`src/rtl/dmem_pkg.sv`:
```
// dmem_pkg: shared definitions for the data-memory arbiter.
//   - SZ_B/SZ_H/SZ_W/SZ_D : access-size encodings (byte, half, word, double)
//   - state_e             : arbiter FSM states
//   - is_aligned()        : natural-alignment check for a given size
package dmem_pkg;

    localparam logic [1:0] SZ_B = 2'b00;
    localparam logic [1:0] SZ_H = 2'b01;
    localparam logic [1:0] SZ_W = 2'b10;
    localparam logic [1:0] SZ_D = 2'b11;

    typedef enum logic [1:0] {
        IDLE   = 2'b00,
        ACCESS = 2'b01,
        RESP   = 2'b10
    } state_e;

    // Only the three low address bits matter: the largest access is 8 bytes.
    function automatic logic is_aligned(input logic [1:0] size, input logic [2:0] addr_lo);
        logic ok;
        case (size)
            SZ_B:    ok = 1'b1;
            SZ_H:    ok = (addr_lo[0] == 1'b0);
            SZ_W:    ok = (addr_lo[1:0] == 2'b00);
            SZ_D:    ok = (addr_lo == 3'b000);
            default: ok = 1'b0;
        endcase
        return ok;
    endfunction

endpackage

```
`src/rtl/dmem_arbiter_rr_arb2.sv`:
```
// rr_arb2: combinational 2-way round-robin arbiter.
//   req[1:0]    in  : request lines (bit N = port N)
//   last_grant  in  : port granted most recently (state is held by the caller)
//   grant[1:0]  out : one-hot grant, 0 when nothing is requested
//   grant_id    out : index of the granted port
module rr_arb2 (
    input  logic [1:0] req,
    input  logic       last_grant,
    output logic [1:0] grant,
    output logic       grant_id
);

    // Single requester always wins; on contention the port not granted last wins.
    always_comb begin
        grant    = 2'b00;
        grant_id = 1'b0;
        case (req)
            2'b01: begin
                grant    = 2'b01;
                grant_id = 1'b0;
            end
            2'b10: begin
                grant    = 2'b10;
                grant_id = 1'b1;
            end
            2'b11: begin
                if (last_grant) begin
                    grant    = 2'b01;
                    grant_id = 1'b0;
                end else begin
                    grant    = 2'b10;
                    grant_id = 1'b1;
                end
            end
            default: begin
                grant    = 2'b00;
                grant_id = 1'b0;
            end
        endcase
    end

endmodule

```
`src/rtl/dmem_arbiter.sv`:
```
// dmem_arbiter: serialises CPU (port 0) and debug/loader (port 1) accesses onto
// a single-port data RAM with round-robin arbitration.
//   pN_req_*   : valid/ready request channel (we, addr, wdata, size)
//   pN_resp_*  : one-cycle response pulse with load data and misalignment error
//   ram_*      : RAM controls; ram_rdata returns one cycle after the address
//   busy       : FSM not in IDLE
//   grant_id   : port owning the current/last transaction
// Aligned access: IDLE -> ACCESS -> RESP. Misaligned access: IDLE -> RESP,
// never reaching the RAM.
module dmem_arbiter
    import dmem_pkg::*;
#(
    parameter int AW = 64,
    parameter int DW = 64
) (
    input  logic          clk,
    input  logic          rst,
    input  logic          p0_req_valid,
    output logic          p0_req_ready,
    input  logic          p0_req_we,
    input  logic [AW-1:0] p0_req_addr,
    input  logic [DW-1:0] p0_req_wdata,
    input  logic [1:0]    p0_req_size,
    output logic          p0_resp_valid,
    output logic [DW-1:0] p0_resp_rdata,
    output logic          p0_resp_err,
    input  logic          p1_req_valid,
    output logic          p1_req_ready,
    input  logic          p1_req_we,
    input  logic [AW-1:0] p1_req_addr,
    input  logic [DW-1:0] p1_req_wdata,
    input  logic [1:0]    p1_req_size,
    output logic          p1_resp_valid,
    output logic [DW-1:0] p1_resp_rdata,
    output logic          p1_resp_err,
    output logic          ram_we,
    output logic [AW-1:0] ram_addr,
    output logic [DW-1:0] ram_wdata,
    output logic [1:0]    ram_size,
    input  logic [DW-1:0] ram_rdata,
    output logic          busy,
    output logic          grant_id
);

    state_e        state_q, state_d;
    logic          last_grant_q, last_grant_d;
    logic          id_q, id_d;
    logic          we_q, we_d;
    logic          err_q, err_d;
    logic [AW-1:0] addr_q, addr_d;
    logic [DW-1:0] wdata_q, wdata_d;
    logic [1:0]    size_q, size_d;

    logic [1:0]    grant_s;
    logic          win_id_s;
    logic          sel_we_s;
    logic [AW-1:0] sel_addr_s;
    logic [DW-1:0] sel_wdata_s;
    logic [1:0]    sel_size_s;
    logic          load_ok_s;

    rr_arb2 u_rr_arb2 (
        .req        ({p1_req_valid, p0_req_valid}),
        .last_grant (last_grant_q),
        .grant      (grant_s),
        .grant_id   (win_id_s)
    );

    // Request fields of the arbitration winner.
    always_comb begin
        if (win_id_s) begin
            sel_we_s    = p1_req_we;
            sel_addr_s  = p1_req_addr;
            sel_wdata_s = p1_req_wdata;
            sel_size_s  = p1_req_size;
        end else begin
            sel_we_s    = p0_req_we;
            sel_addr_s  = p0_req_addr;
            sel_wdata_s = p0_req_wdata;
            sel_size_s  = p0_req_size;
        end
    end

    // Next-state logic; a grant in IDLE is the handshake since grants imply valid.
    always_comb begin
        state_d      = state_q;
        last_grant_d = last_grant_q;
        id_d         = id_q;
        we_d         = we_q;
        err_d        = err_q;
        addr_d       = addr_q;
        wdata_d      = wdata_q;
        size_d       = size_q;
        case (state_q)
            IDLE: begin
                if (grant_s != 2'b00) begin
                    last_grant_d = win_id_s;
                    id_d         = win_id_s;
                    we_d         = sel_we_s;
                    addr_d       = sel_addr_s;
                    wdata_d      = sel_wdata_s;
                    size_d       = sel_size_s;
                    if (is_aligned(sel_size_s, sel_addr_s[2:0])) begin
                        err_d   = 1'b0;
                        state_d = ACCESS;
                    end else begin
                        err_d   = 1'b1;
                        state_d = RESP;
                    end
                end else begin
                    state_d = IDLE;
                end
            end
            ACCESS:  state_d = RESP;
            RESP:    state_d = IDLE;
            default: state_d = IDLE;
        endcase
    end

    // State and latched-request registers with synchronous reset.
    always_ff @(posedge clk) begin
        if (rst) begin
            state_q      <= IDLE;
            last_grant_q <= 1'b1;
            id_q         <= 1'b0;
            we_q         <= 1'b0;
            err_q        <= 1'b0;
            addr_q       <= {AW{1'b0}};
            wdata_q      <= {DW{1'b0}};
            size_q       <= 2'b00;
        end else begin
            state_q      <= state_d;
            last_grant_q <= last_grant_d;
            id_q         <= id_d;
            we_q         <= we_d;
            err_q        <= err_d;
            addr_q       <= addr_d;
            wdata_q      <= wdata_d;
            size_q       <= size_d;
        end
    end

    assign p0_req_ready  = (state_q == IDLE) && grant_s[0];
    assign p1_req_ready  = (state_q == IDLE) && grant_s[1];

    // RAM address/data/size simply hold the latched request; only we is gated.
    assign ram_we    = (state_q == ACCESS) && we_q;
    assign ram_addr  = addr_q;
    assign ram_wdata = wdata_q;
    assign ram_size  = size_q;

    assign busy      = (state_q != IDLE);
    assign grant_id  = id_q;

    assign load_ok_s     = !we_q && !err_q;
    assign p0_resp_valid = (state_q == RESP) && (id_q == 1'b0);
    assign p1_resp_valid = (state_q == RESP) && (id_q == 1'b1);
    assign p0_resp_rdata = (p0_resp_valid && load_ok_s) ? ram_rdata : {DW{1'b0}};
    assign p1_resp_rdata = (p1_resp_valid && load_ok_s) ? ram_rdata : {DW{1'b0}};
    assign p0_resp_err   = p0_resp_valid && err_q;
    assign p1_resp_err   = p1_resp_valid && err_q;

endmodule

```
`config.mk`:
```
export PLATFORM = sky130hd
export DESIGN_NAME = dmem_arbiter
export DESIGN_NICKNAME = d
export VERILOG_FILES = /design/src/rtl/dmem_pkg.sv /design/src/rtl/dmem_arbiter_rr_arb2.sv /design/src/rtl/dmem_arbiter.sv
export SDC_FILE = /design/constraint.sdc
export NUM_CORES = 1
export LEC_CHECK = 0
export CAP_MARGIN = 20
export CORE_AREA = 2 2 230 232
export DETAILED_ROUTE_END_ITERATION = 8
export DIE_AREA = 0 0 232 234
export GPL_ROUTABILITY_DRIVEN = 0
export GPL_TIMING_DRIVEN = 0
export PLACE_DENSITY = 0.43
export SLEW_MARGIN = 20
export SYNTH_ARGS = -nofsm -noshare
export SYNTH_HDL_FRONTEND = slang
export SYNTH_SLANG_ARGS = --single-unit
```
`constraint.sdc`:
```
create_clock -name clk -period 1.3 [get_ports clk]
set_input_delay 0.26 -clock clk [delete_from_list [all_inputs] [get_ports clk]]
set_output_delay 0.26 -clock clk [all_outputs]
set_load 0.005 [all_outputs]
```
==> results of run 1 <==
[layout make-up]
cell class,count,share of cell area [%]
Multi-Input combinational cell,552,26.9
Clock inverter,11,1.07
Sequential cell,136,17.1
Timing Repair Buffer,669,42.8
Buffer,66,3.62
Antenna cell,12,0.188
Clock buffer,20,2.86
Inverter,2,0.0470
Tap cell,688,5.39
[repair_timing]
action | in CTS | in global routing
buffers inserted | 33 | 38
pin swaps | 12 | 29
resized for setup | 462 | 382
setup endpoints to repair | 402 | 402
cloned | 4 | 5
[where the power goes]
part | total [mW] | internal, mW | switching (mW)
combinational | 6.10 | 3.54 | 2.56
clock | 5.34 | 3.30 | 2.04
sequential | 5.14 | 4.79 | 0.348
total | 16.6 | 11.6 | 4.95
[cell usage in the layout (no fill, tap or decap), types with 3 or more instances in the layout]
master,synthesis,layout
clkbuf_1,19,11
buf_12,0,9
a21oi_1,4,4
clkbuf_16,0,22
dlygate4sd2_1,0,3
nor2_1,135,134
bufinv_16,0,4
mux2i_1,131,129
dfxtp_1,136,131
buf_4,12,43
a211oi_1,96,96
nand2_1,3,3
clkbuf_4,0,5
nor3b_4,2,3
buf_8,0,17
and2_4,0,105
buf_2,29,33
dfxtp_2,0,3
clkdlybuf4s50_1,0,458
diode_2,0,12
and2_1,131,26
buf_6,5,144
a211oi_2,38,38
clkbuf_2,6,7
[Yosys cell counts, types with 3 or more instances]
cell        n
dfxtp_1   136
nor2_1    135
and2_1    131
mux2i_1   131
a211oi_1   96
a211oi_2   38
buf_2      29
clkbuf_1   19
buf_4      12
clkbuf_2    6
buf_6       5
a21oi_1     4
nand2_1     3
[logic make-up (layout without fill, tap and decap cells)]
family,count (synthesis),in the layout,synth area share (%)
other,0,12,0
and+or+nand+nor,276,276,19.9
muxes,131,131,18.4
AOI/OAI and AO/OA,145,145,17.8
DFF,136,136,38.3
buffers and inverters,73,768,5.63
[flip-flops by register name, indices dropped and copies added (netlist names)]
name,count
we_q,1
ram_size,2
grant_id,1
err_q,1
ram_addr,64
ram_wdata,64
last_grant_q,1
state_q,2
[critical path, delay by kind of cell, from the launching register on]
kind | cells | cell delay [ps]
and+or+nand+nor | 3 | 530
buffers and inverters | 7 | 720
DFF | 1 | 360
[through the flow]
stage | util (%) | instances | setup WS [ps]
2_1_floorplan | - | 761 | -177
3_3_place_gp | 26.9 | 2044 | -1520
3_5_place_dp | 26.9 | 2044 | -1530
4_1_cts | 29.2 | 2112 | -1230
5_1_grt | 30.7 | 2152 | -1130
6_report | 30.7 | 2156 | -1040
[routing by layer]
layer / GRT usage [%] / share of wire [%]
met1: 14.8 / 33
met2: 30.6 / 54
met3: 5.58 / 7.9
met4: 7.07 / 4.2
met5: 0 / 0.064
[worst paths after layout]
path | start | end | slack [ps] | cells after the start
setup / recovery | state_q[0]$_SDFF_PP0_ | p1_resp_rdata[44] | -1040 | 10
hold reg to reg | ram_wdata[13]$_SDFFE_PP0P_ | ram_wdata[13]$_SDFFE_PP0P_ | 500 | 2
setup reg to reg | state_q[1]$_SDFF_PP0_ | state_q[1]$_SDFF_PP0_ | -550 | 7
hold / removal | p1_req_valid | last_grant_q$_SDFFE_PP1P_ | 350 | 4
==> results.md, run 1 <==
STA:
- The share of the clock period used by the worst path after layout is 180%.
- Setup repair after global routing could not meet its margin everywhere.
- The final count of hold timing violations is 0.
- The worst slew margin relative to its limit is 57.4%.
- The shortest period the worst path allows is 2340 ps.
- Static timing analysis puts the maximum clock frequency at 0.427 GHz.
- The final sum of negative setup slack is -219690 ps.
- The slew at the pin closest to its max-slew limit is 640 ps.
- Final hold analysis gives a worst-case slack of 349 ps.
- Setup slack on the critical path of the routed design comes to -1040 ps.
- The setup skew after layout is 11.5 ps.
- The count of endpoints failing setup in the final report is 401.
- The count of final max-slew check failures was 0.

Synth:
- The synthesized design contains 136 register bits.
- The cell count after synthesis came out at around 760.
- The post-synthesis cell type count is 25.
- The part of the Yosys area used for sequential elements is 38.3%.
- Summed over all instances, the cell type with the most area after synthesis is dfxtp_1.
- The area share of the largest cell type after synthesis is 38.3%.
- The number of warnings printed during yosys synthesis is 0.
- The synthesized netlist occupies a cell area of 7120 um2.
- The average size of a mapped cell is 9.35 um2.
- The post-synthesis async set-or-reset flop share is 0%.
- The primary flip-flop cell chosen by synthesis mapping is dfxtp_1.
- The number of nets in the synthesized netlist is approximately 1.1k.
- The number of enable-type register cells in the synthesized netlist is 0.
- After synthesis, the cell types taking the most area are dfxtp_1 (38%), mux2i_1 (18%), and2_1 (12%).

Global routing:
- The via count of the first global-routing pass is around 8.4k.
- The number of antenna violations at the first check in global routing came to 17.
- The first global-routing pass estimated a little over 60 mm of wire.
- Global routing used 15.8% of the available tracks.
- The total overflow left after global routing is 0.
- Entering global routing, the biggest net connects 17 pins.

Drt:
- Summed over all layers, the routed wires come to ~45 mm.
- For this run, design rule violations remaining after detail routing come to 0.
- The ratio of routed vias to standard cells is 3.88.
- The average detailed-routed wire length per instance is 20.9 um.
- The number of vias after detailed routing is 8370.
- In this run, the number of DRC markers left after iteration 0 of detailed routing was 199.
- In this run the remaining antenna-violating nets after routing total 0.
- The number of iterations in the first detailed-routing pass is 4.

Worst setup path:
- The worst setup path is captured at an output pin.
- The slowest stage of the critical path is the dfxtp_4 cell.
- Traced cell by cell, the critical path runs through inv_2 -> and3_4 -> nor3b_4 -> buf_12 -> buf_12 -> buf_6 -> buf_8 -> buf_6 -> and2_4 -> buf_6.
- The critical path data arrival time is 2080 ps.
- The delay of the slowest cell on the worst path is 360 ps.
- The launching element type of the critical path is a flip-flop.
- The largest fanout on the critical path is 7.
- STA puts the critical path data required time at 1040 ps.
- In this design, the critical path's most frequently occurring cell is buf_6.
- The critical path is of the reg2out type.

Run:
- The tool flagged a number of max-cap violations equal to 0.

Finish:
- The area taken by multi-input logic gates is 4310 um2.
- After filler insertion, the fill cell instance count of the layout stands at 5476.
- In the final layout, flip-flops and latches occupy between 2000 and 3000 um2.
- In the final layout, the share of cells above drive strength 1 is a little under a third.
- The number of nets in the layout is 1774.
- The synthesis-to-finish area growth is 125%.
- The final instance area is approximately 16000 um2.

Clocking:
- The clock-pin slew reported for the worst setup and hold paths after clock tree synthesis is approximately 60 ps.
- The H-tree was split into 4 levels.
- The clock root buffer is clkbuf_16.
- The number of clock sinks is between 100 and 150.
- The number of hold buffers added after CTS was 0.
- TritonCTS built the clock tree.
- The clock reaches the later pin of the worst-skew pair after 450 ps.
- The clock passes through at most 2 buffers.
- The number of buffers inserted during clock tree synthesis is 17.

Floorplan:
- The height of the die is 234 um.
- The floorplan step set the die width to 232 um.
- The number of placed I/O pins is 597.
- The site row count is 84.
- The floorplan step defined a core boundary enclosing between 50000 and 60000 um2.
- The effective utilization at floorplan is 13.7%.
- The full die area is 54300 um2.

Min path:
- The path class of the lowest-slack min-delay path is in2reg.

Place:
- The HPWL reported at the end of detailed placement is 36.7 mm.
- The count of input and output buffers is 595.
- The total placed instance area is 14000 um2.

Power:
- The worst vdd rail ir drop is between 600 and 700 uV.
- Total power for the finished layout comes to around 17 mW.
- The standby leakage power is 6.47 nW.
- The power density over the cells is about 1000 nW/um2.

Status:
- The checks that failed: setup timing.
- The flow ran to the end, but the final reports show violations.
Power figures use the tool's default switching activity.
==> inputs of run 2 (changes only) <==
GPL_TIMING_DRIVEN = unset   (was 0)
RECOVER_POWER = 25   (was unset)
==> results.md, run 2 (same netlist as run 1, synthesis figures left out) <==
Drt:
- The average detailed-routed wire length per instance is 20.3 um (was 20.9 um).
- The wire length on met3 is 3.16 mm (was 3.55 mm).
- The highest signal layer in the routed design is met4 (was met5).
- The post-detailed-route DRC marker count was 0 (unchanged).
- The number of antenna-violating nets in the routed design is 0 (unchanged).
- The number of iterations in the first detailed-routing pass is 4 (unchanged).
- The starting DRC count in detailed routing is 156 (was 199).
- The ratio of routed vias to standard cells was 3.95 (was 3.88).
- The met1 routed wirelength after detailed routing is 15.9 mm (was 15.1 mm).
- The number of vias after detailed routing came to 8760 (was 8370).
- The total wirelength of the detailed-routed design is 45.0 mm (was 45.1 mm).
- The length of routed met2 wiring was 24.6 mm (about the same).

Power:
- The overall power of the completed layout is 18.5 mW (was 16.6 mW).
- The net load switching power is 5.56 mW (was 4.95 mW).
- The proportion of power drawn by flip-flops and latches is 28.3% (was 31.0%).
- The fraction of power consumed by combinational cells came to 42.2% (was 36.8%).
- The clock share of power is 29.5% (was 32.2%).
- The standby leakage power is 7.36 nW (was 6.47 nW).
- The power density over the cells was 1040 nW/um2 (about the same).
- The switching fraction of total power came to 30.1% (was 29.8%).
- The internal power contribution is 12.9 mW (was 11.6 mW).
- The worst vdd rail ir drop is 742 uV (was 627 uV).

Worst setup path:
- The largest fanout on the critical path is 5 (was 7).
- The launching element type of the critical path is a flip-flop (unchanged).
- The critical path class was reg2out (unchanged).
- The required time at the endpoint of the critical path was 1040 ps (about the same).
- The critical path data arrival time is 1980 ps (was 2080 ps).
- The endpoint class of the critical path is an output pin (unchanged).

Global routing:
- The pin count of the biggest net entering global routing came to 43 (was 17).
- The number of antenna violations at the first check in global routing came to 16 (was 17).
- The global-route wire length before repair is 61.5 mm (was 60.4 mm).
- The via count of the first global-routing pass is 9025 (was 8445).
- The total global routing overflow is 0 (unchanged).
- The global router's overall resource usage was 15.7% (was 15.8%).

Status:
- Status: finished with violations (unchanged).
- Violations in the final reports: setup timing (unchanged).

Finish:
- The post-route non-filler standard cell count was 2217 (was 2156).
- Leading cell types in the layout, fill and taps excluded: clkdlybuf4s50_1 (326), buf_6 (156), mux2i_1 (123) (was clkdlybuf4s50_1 (458), buf_6 (144), nor2_1 (134)).
- The number of nets in the layout is 1831 (was 1774).
- The share of cells above drive strength 1 is 53.1% (was 31.0%).
- The area taken by multi-input logic gates is 4800 um2 (was 4310 um2).
- The most frequent standard cell in the layout excluding fill and tap cells was clkdlybuf4s50_1 (unchanged).
- The synthesis-to-finish area growth is 149% (was 125%).
- The post-route core utilization is 34.0% (was 30.7%).
- The area of all sequential standard cells is 2830 um2 (was 2730 um2).
- The number of inserted filler cells in the final layout is 5388 (was 5476).

Clocking:
- The TritonCTS clock tree is yes (unchanged).
- The H-tree level count is 4 (unchanged).
- The number of clock sinks is 136 (unchanged).
- The number of buffers inserted during clock tree synthesis is 17 (unchanged).
- The maximum number of buffers from clock root to sink is 2 (unchanged).
- The clock root buffer is clkbuf_16 (unchanged).
- The clock latency at the later pin of the worst-skew pair is 440 ps (was 450 ps).
- The clock-pin slew reported for the worst setup and hold paths after clock tree synthesis is 60 ps (about the same).

STA:
- The count of endpoints failing setup in the final report was 273 (was 401).
- The shortest period the worst path allows is 2240 ps (was 2340 ps).
- The setup skew after layout came to 8.08 ps (was 11.5 ps).
- The worst slew margin relative to its limit is 78.2% (was 57.4%).
- The worst hold slack is 174 ps (was 349 ps).
- The highest attainable clock frequency came to 0.446 GHz (was 0.427 GHz).
- The count of final max-slew check failures was 0 (unchanged).
- The setup slack after layout is -944 ps (was -1040 ps).
- The final sum of negative setup slack came to -176520 ps (was -219690 ps).
- RSZ-0062 raised after global routing: yes (unchanged).
- The share of the clock period used by the worst path after layout was 173% (was 180%).
- The slew at the pin closest to its max-slew limit was 327 ps (was 640 ps).
- The final count of hold timing violations is 0 (unchanged).

Run:
- The max capacitance violation total came to 0 (unchanged).

Floorplan:
- The die boundary width is 232 um (unchanged).
- The number of placed I/O pins was 597 (unchanged).
- The site row count is 84 (unchanged).
- The height of the die came to 234 um (unchanged).
- The total core area came to 52000 um2 (unchanged).
- The effective utilization at floorplan is 13.7% (unchanged).
- The full die area is 54300 um2 (unchanged).

Place:
- The count of placed standard cells including taps is 2056 (was 2044).
- The HPWL reported at the end of detailed placement is 33.1 mm (was 36.7 mm).
- The count of input and output buffers came to 596 (was 595).

Min path:
- The path class of the lowest-slack min-delay path is in2reg (unchanged).
[run 2: cell count changes in the layout (fill, tap and decap cells not counted), moves of 28 or more]
cell / before / now
a211oi_1: 96 / 24
a211oi_2: 38 / 109
buf_2: 33 / 74
buf_4: 43 / 71
clkdlybuf4s15_2: 0 / 38
clkdlybuf4s50_1: 458 / 326
dfxtp_1: 131 / 63
dfxtp_2: 3 / 68
[run 2: layout make-up]
class | count | area share [%]
clock buffer | 20 | 2.58
tap | 688 | 4.86
multi-input combinational | 552 | 27.1
clock inverter | 12 | 1.07
antenna | 15 | 0.212
sequential | 136 | 16.0
inverter | 2 | 0.0424
timing repair buffer | 792 | 48.1
[run 2: timing repair]
item	CTS	global route
endpoints found under the setup margin	399	314
pin swaps	98	71
cloned	35	6
hold buffers	0	0
hold endpoints to repair	0	0
setup buffers	66	38
gates resized for setup	1236	346
[run 2: critical path, stage by stage, from the launching register on]
cell and delay [ps]:
dfxtp_4 360, inv_2 50, and3_4 180, nor3b_4 260, buf_6 140, buf_6 120, buf_16 110, buf_12 90
and2_1 110, buf_2 110
[run 2: worst paths after layout]
check / startpoint / end / slack (ps) / cells past startpoint
max: state_q[0]$_SDFF_PP0_ / p1_resp_rdata[25] / -940 / 9
min: rst / ram_addr[32]$_SDFFE_PP0P_ / 170 / 2
max reg2reg: state_q[0]$_SDFF_PP0_ / ram_addr[26]$_SDFFE_PP0P_ / -590 / 12
min reg2reg: ram_addr[26]$_SDFFE_PP0P_ / ram_addr[26]$_SDFFE_PP0P_ / 490 / 2
[run 2: power groups by stage]
stage          Combinational [mW]  Clock [mW]  Sequential (mW)
2_1_floorplan                2.04           0             5.25
3_3_place_gp                 5.61           0             5.22
3_5_place_dp                 5.61           0             5.23
4_1_cts                      7.59        5.68             5.22
5_1_grt                      8.32        5.80             5.31
6_report                     7.80        5.45             5.23
[run 2: per-layer routing]
layer	up-vias	track usage (%)
met3	41	4.61
li1	4181	-
met5	-	0
met2	379	29.7
met1	4159	15.6
met4	0	7.89
[run 2: through the flow]
step / area, um2 / worst slack [ps]
6_report: 17700 / -944
5_1_grt: 17700 / -1060
4_1_cts: 17100 / -1010
3_5_place_dp: 14400 / -824
3_3_place_gp: 14400 / -821
2_1_floorplan: 7150 / -177
